**src/rtl/fft_pkg.sv**
```systemverilog
// Shared constants and state encoding for the 32-point FFT sequencing controller.
package fft_pkg;

  localparam int N_POINTS       = 32;
  localparam int N_STAGES       = 5;
  localparam int BFLY_PER_STAGE = 16;
  localparam int S_W            = 4;

  typedef enum logic [2:0] {
    IDLE   = 3'd0,
    STAGE0 = 3'd1,
    STAGE1 = 3'd2,
    STAGE2 = 3'd3,
    STAGE3 = 3'd4,
    STAGE4 = 3'd5
  } state_t;

endpackage

```
**src/rtl/fft_bfly_counter.sv**
```systemverilog
// Butterfly/twiddle select counter: wraps modulo 16, flags the last butterfly of a stage.
module fft_bfly_counter
  import fft_pkg::*;
(
  input  logic           clk,
  input  logic           rst,
  input  logic           clr,
  input  logic           en,
  output logic [S_W-1:0] cnt,
  output logic           tc
);

  // Counter register: reset and clear take priority over counting.
  always_ff @(posedge clk) begin
    if (rst || clr) begin
      cnt <= '0;
    end else if (en) begin
      cnt <= cnt + S_W'(1);
    end
  end

  assign tc = (cnt == S_W'(BFLY_PER_STAGE - 1));

endmodule

```
**src/rtl/control_unit.sv**
```systemverilog
// Stage sequencer for the 32-point radix-2 FFT: walks STAGE0..STAGE4, 16 butterflies each.
module control_unit
  import fft_pkg::*;
(
  input  logic           CLK,
  input  logic           RST,
  input  logic           EN,
  output logic           E0,
  output logic           E1,
  output logic           E2,
  output logic           E3,
  output logic           E4,
  output logic [S_W-1:0] S
);

  state_t         state;
  state_t         next_state;
  logic           cnt_clr;
  logic           cnt_en;
  logic           cnt_tc;
  logic [S_W-1:0] cnt;

  // The counter is held at zero while idle, so a frame always starts at S=0;
  // inside a stage it advances only when EN is high, which freezes S on a pause.
  assign cnt_clr = (state == IDLE);
  assign cnt_en  = EN;

  fft_bfly_counter u_cnt (
    .clk (CLK),
    .rst (RST),
    .clr (cnt_clr),
    .en  (cnt_en),
    .cnt (cnt),
    .tc  (cnt_tc)
  );

  // State register with synchronous reset.
  always_ff @(posedge CLK) begin
    if (RST) begin
      state <= IDLE;
    end else begin
      state <= next_state;
    end
  end

  // Next-state logic: advance a stage on the last butterfly, hold whenever EN is low.
  always_comb begin
    next_state = state;
    case (state)
      IDLE:    if (EN)           next_state = STAGE0;
      STAGE0:  if (EN && cnt_tc) next_state = STAGE1;
      STAGE1:  if (EN && cnt_tc) next_state = STAGE2;
      STAGE2:  if (EN && cnt_tc) next_state = STAGE3;
      STAGE3:  if (EN && cnt_tc) next_state = STAGE4;
      STAGE4:  if (EN && cnt_tc) next_state = IDLE;
      default:                   next_state = IDLE;
    endcase
  end

  // One-hot stage enables decoded straight from the state register.
  assign E0 = (state == STAGE0);
  assign E1 = (state == STAGE1);
  assign E2 = (state == STAGE2);
  assign E3 = (state == STAGE3);
  assign E4 = (state == STAGE4);
  assign S  = cnt;

endmodule

```
**config.mk**
```make
export PLATFORM = sky130hd
export DESIGN_NAME = control_unit
export DESIGN_NICKNAME = d
export VERILOG_FILES = /design/src/rtl/fft_pkg.sv /design/src/rtl/fft_bfly_counter.sv /design/src/rtl/control_unit.sv
export SDC_FILE = /design/constraint.sdc
export NUM_CORES = 1
export LEC_CHECK = 0
export BUFFER_PORTS_ARGS = -buffer_cell sky130_fd_sc_hd__buf_2
export CAP_MARGIN = 25
export CELL_PAD_IN_SITES_DETAIL_PLACEMENT = 0
export CELL_PAD_IN_SITES_GLOBAL_PLACEMENT = 1
export CORE_AREA = 2 2 39 41
export DETAILED_ROUTE_END_ITERATION = 16
export DIE_AREA = 0 0 41 43
export MAX_ROUTING_LAYER = met4
export PLACE_DENSITY_LB_ADDON = 0.12
export RECOVER_POWER = 25
export SLEW_MARGIN = 25
export SYNTH_ARGS = -nofsm -noshare
export SYNTH_HDL_FRONTEND = slang
export SYNTH_HIERARCHICAL = 1
export SYNTH_SLANG_ARGS = --single-unit
```
**constraint.sdc**
```tcl
create_clock -name CLK -period 4 [get_ports CLK]
set_clock_uncertainty 0.2 [all_clocks]
set_input_delay 0.4 -clock CLK [delete_from_list [all_inputs] [get_ports CLK]]
set_output_delay 0.4 -clock CLK [all_outputs]
set_load 0.05 [all_outputs]
```
== Word-level counts from Yosys, hierarchy flattened ==
Index checks and enable logic that the tools add are counted.
Storage, ports and cells
  output and inout port bits: 9
  word-level logic and storage cells: 26
  input port bits: 3
  register bits after elaboration: 7
Operators by class
  add/subtract/negate cells: 1
  equality and inequality tests: 12
  reductions and logical operators: 4
  multiplexer cells: 7
Operators with widths (number)
  $mux 3: 6
  $pmux 3 s6: 1
  $ne 2x1->1 const B: 5
  $eq 3x2->1 const B: 2
  $eq 3x3->1 const B: 2
  $reduce_and 6->1: 1
  $add 4x1->4 const B: 1
  $eq 4x4->1 const B: 1
  $eq 3x1->1 const B: 1
  $logic_not 3->1: 1
  $ne 2x2->1 const B: 1
  $logic_and 1x1->1: 1
  $logic_or 1x1->1: 1

== Depth between registers and ports, before layout ==
  depth in word-level cells: 4
  gate-level depth with buffers: 5
  depth with buffers taken out: 5

== By module ==
Netlist, hierarchy kept.
Modules (own cells, without submodules)
  control_unit: instances 1, area an instance 234.0 um^2, seq. area each 60.1 um^2, cells each 24
  fft_bfly_counter: instances 1, area an instance 193.9 um^2, seq. area each 80.1 um^2, cells each 18

== Worst setup path before layout ==
Ideal clock, no wire load.
  path type: register to output
  start point: register state[2]
  end point: output E3
  stages on the path, launching flop included: 3
  arrival time: 1.628 ns
  path buffers: 1
  setup slack: 1.772 ns
  data required time: 3.400 ns
  cells stage by stage: dfxtp_1 -> buf_12 -> nor3b_1
On the way
  word-level cells in the longest chain between the ends: 1
RTL lines
  start: declaration: RTL line control_unit.sv:16  | state_t state;
  start signal: assignment: RTL line control_unit.sv:42  | state <= next_state;
  $eq 3x3->1: RTL line control_unit.sv:64  | assign E3 = (state == STAGE3);
  end: declaration: RTL line control_unit.sv:11  | output logic E3,
No other way between the ends.

== Worst setup path after layout ==
  start point: register state[0]
  end point: output E0
On the way
  word-level cells in the longest chain between the ends: 1
RTL lines
  $eq 3x1->1: RTL line control_unit.sv:61  | assign E0 = (state == STAGE0);
  end: declaration: RTL line control_unit.sv:8  | output logic E0,
No other way between the ends.

==> impl_metrics.tcl <==
set metrics [dict create \
    status "complete, no violations" \
    diodes 0 \
    setup_viol 0 \
    path_class "flip-flop to output port" \
    core_sq_mm 0.00138 \
    synth_fp_nets 46 \
    grt_setup_unrepaired "no" \
    dr.first_iter.drc_count 1 \
    clockBufferDepth 2 \
    path_max_fanout 10 \
    place_congestion 0.602 \
    seqCellArea_sq_um 140 \
    cts_setup_buffers 0 \
    area_growth_syn_to_layout_pct 14.3 \
    max_cap_viol_count 0 \
    power_density_mw_per_mm2 319 \
    hold_path.class "input pin to flip-flop" \
    cts_buffers 3 \
    cts_tree "done" \
    dr.pass1.iters 2 \
    hold_viol 0 \
    post-place-ws_ns 2.27 \
    ctsHoldBuffers 0 \
    clock_latency_ns 0.25 \
    synth-seq-cells 7 \
    via_per_inst 4.87 \
    ant_nets 0 \
    worst_pin_slew_ns 0.311 \
    multiInputGateArea_sq_um 248 \
    grt_usage 0.131 \
    crit_required_ns 3.40 \
    postSynthCellCount 42 \
    finalCoreUtilization 0.354 \
    fin_ws_ns 2.12 \
    syn_area_per_cell_sq_um 10.2 \
    ios 12 \
    finalCriticalPeriod_ns 1.88 \
    die_area_sq_mm 0.00176 \
    slew_headroom 0.791 \
    startpoint_type "flip-flop" \
    grt_pass1_vias 333 \
    drive_gt1_frac 0.333 \
    overflow 0 \
    placed_cells 66 \
    clkTransAtPathRegs_ns 0.06 \
    grt_first_pass_wirelength_um 1440 \
    antenna_found_initial 0 \
    wl_per_cell_um 11.0 \
    fp.dieW_um 41 \
    tns_ns 0 \
    dpl.hpwl_um 607 \
    final_cell_count_no_fill 70 \
    synth.distinct_cells 25 \
    worst_setup_path_end_kind "output port" \
    die_y_um 43 \
    fillerInstances 150 \
    drc 0 \
    p_leak_nw 0.221 \
    max_freq_mhz 531 \
    yosysSeqAreaShare 0.327 \
    crit_arrival_ns 1.28 \
    clkSinkCount 7 \
    cts_root_buf "clkbuf_4" \
    initial_utilization 0.309 \
    ctsResizeCount 0 \
    grt_max_degree 12 \
    post-route-period-util 0.470 \
    nets 59 \
    yosysWarnings 6 \
    final_max_slew_viol_count 0 \
    vias 341 \
    ir_worst_vdd_uv 138 \
    cts-htree-levels 1 \
    wirelength_um 767 \
    syn-cell-area_sq_um 428 \
    row_count 14 \
    portBuffers 11 \
]
[cells in the final DEF (no fill, tap or decap)]
cell type  synthesis  layout
or2_0              0       1
and3b_2            2       2
clkbuf_1           0       1
nor2_1             2       2
a21oi_1            2       2
nor3b_1            4       4
and3_1             1       1
nand2b_1           1       1
nand3_4            1       1
ha_1               1       1
xnor2_1            1       1
xor2_1             1       1
mux2_1             0       1
a221oi_1           1       1
nor3_1             3       3
buf_2              1      11
nand4_2            1       1
or3b_1             1       1
clkbuf_4           0       3
dfxtp_1            7       7
nand2_1            2       2
o21bai_1           1       1
a21bo_1            1       1
nand3b_1           3       3
mux2i_1            1       1
[through the flow]
step / area [sq um] / total power (W) / hold slack [ns]
2_1_floorplan: 428 / 0.0000872 / 0.269
3_3_place_gp: 467 / 0.0000905 / 0.340
3_5_place_dp: 467 / 0.0000912 / 0.357
4_1_cts: 493 / 0.000158 / 0.170
5_1_grt: 489 / 0.000166 / 0.200
6_report: 489 / 0.000156 / 0.173
[logic make-up (layout without fill, tap and decap cells)]
kind of cell,Yosys count,count (layout),synth area share
AND/OR/NAND/NOR,22,22,0.374
adder cells (fa/ha/maj),1,1,0.0292
flip-flops,7,7,0.327
XOR/XNOR,2,2,0.0409
multiplexers,2,2,0.0585
buffers and inverters,3,15,0.0848
AO/OA/AOI/OAI,5,5,0.0848
[where the power goes]
part / switching, W / total (W) / internal [W] / leakage (nW)
combinational: 0.0000102 / 0.0000154 / 0.00000524 / 0.149
clock: 0.0000283 / 0.0000666 / 0.0000382 / 0.0150
sequential: 0.00000279 / 0.0000739 / 0.0000711 / 0.0567
[path summary, 6_finish.rpt]
path           startpoint            to  slack, ns  cells past startpoint
min                   RST      state[2]       0.17                      2
max              state[0]            E0       2.12                      2
min reg2reg  u_cnt/cnt[1]  u_cnt/cnt[1]       0.36                      2
max reg2reg  u_cnt/cnt[0]      state[2]       2.27                      5
[layer usage]
| metal | global-route usage | up-vias | part of all wire |
|---|---|---|---|
| met1 | 0.169 | 150 | 0.45 |
| met5 | - | - | 0 |
| met4 | 0.120 | 0 | 0.040 |
| li1 | - | 176 | - |
| met2 | 0.150 | 11 | 0.45 |
| met3 | 0.0471 | 4 | 0.052 |
[critical path: stages (launching register included)]
cell and delay (ns):
dfxtp_1 0.50, nor3b_1 0.23, buf_2 0.29
[layout make-up]
cell class                      count  area share
Sequential cell                     7       0.286
Clock buffer                        4      0.0537
Multi-Input combinational cell     32       0.506
Tap cell                           16      0.0409
Timing Repair Buffer               11       0.113
[flip-flops by register name, indices dropped and copies added, names as in the netlist]
name	cells
u_cnt/cnt	4
state	3
[Yosys cell counts (all sizes together)]
| cell type | count | area share |
|---|---|---|
| xnor2 | 1 | 0.020 |
| mux2i | 1 | 0.023 |
| nand4 | 1 | 0.029 |
| a21bo | 1 | 0.023 |
| a221oi | 1 | 0.020 |
| nor2 | 2 | 0.018 |
| nor3 | 3 | 0.035 |
| nand2 | 2 | 0.018 |
| nor3b | 4 | 0.070 |
| and3 | 1 | 0.015 |
| nand3 | 1 | 0.041 |
| xor2 | 1 | 0.020 |
| and3b | 2 | 0.047 |
| nand2b | 1 | 0.015 |
| buf | 3 | 0.085 |
| dfxtp | 7 | 0.33 |
| ha | 1 | 0.029 |
| or2 | 1 | 0.015 |
| a21oi | 2 | 0.023 |
| nand3b | 3 | 0.053 |
| o21bai | 1 | 0.018 |
| mux2 | 1 | 0.035 |
| or3b | 1 | 0.020 |
Power figures use the tool's default switching activity.
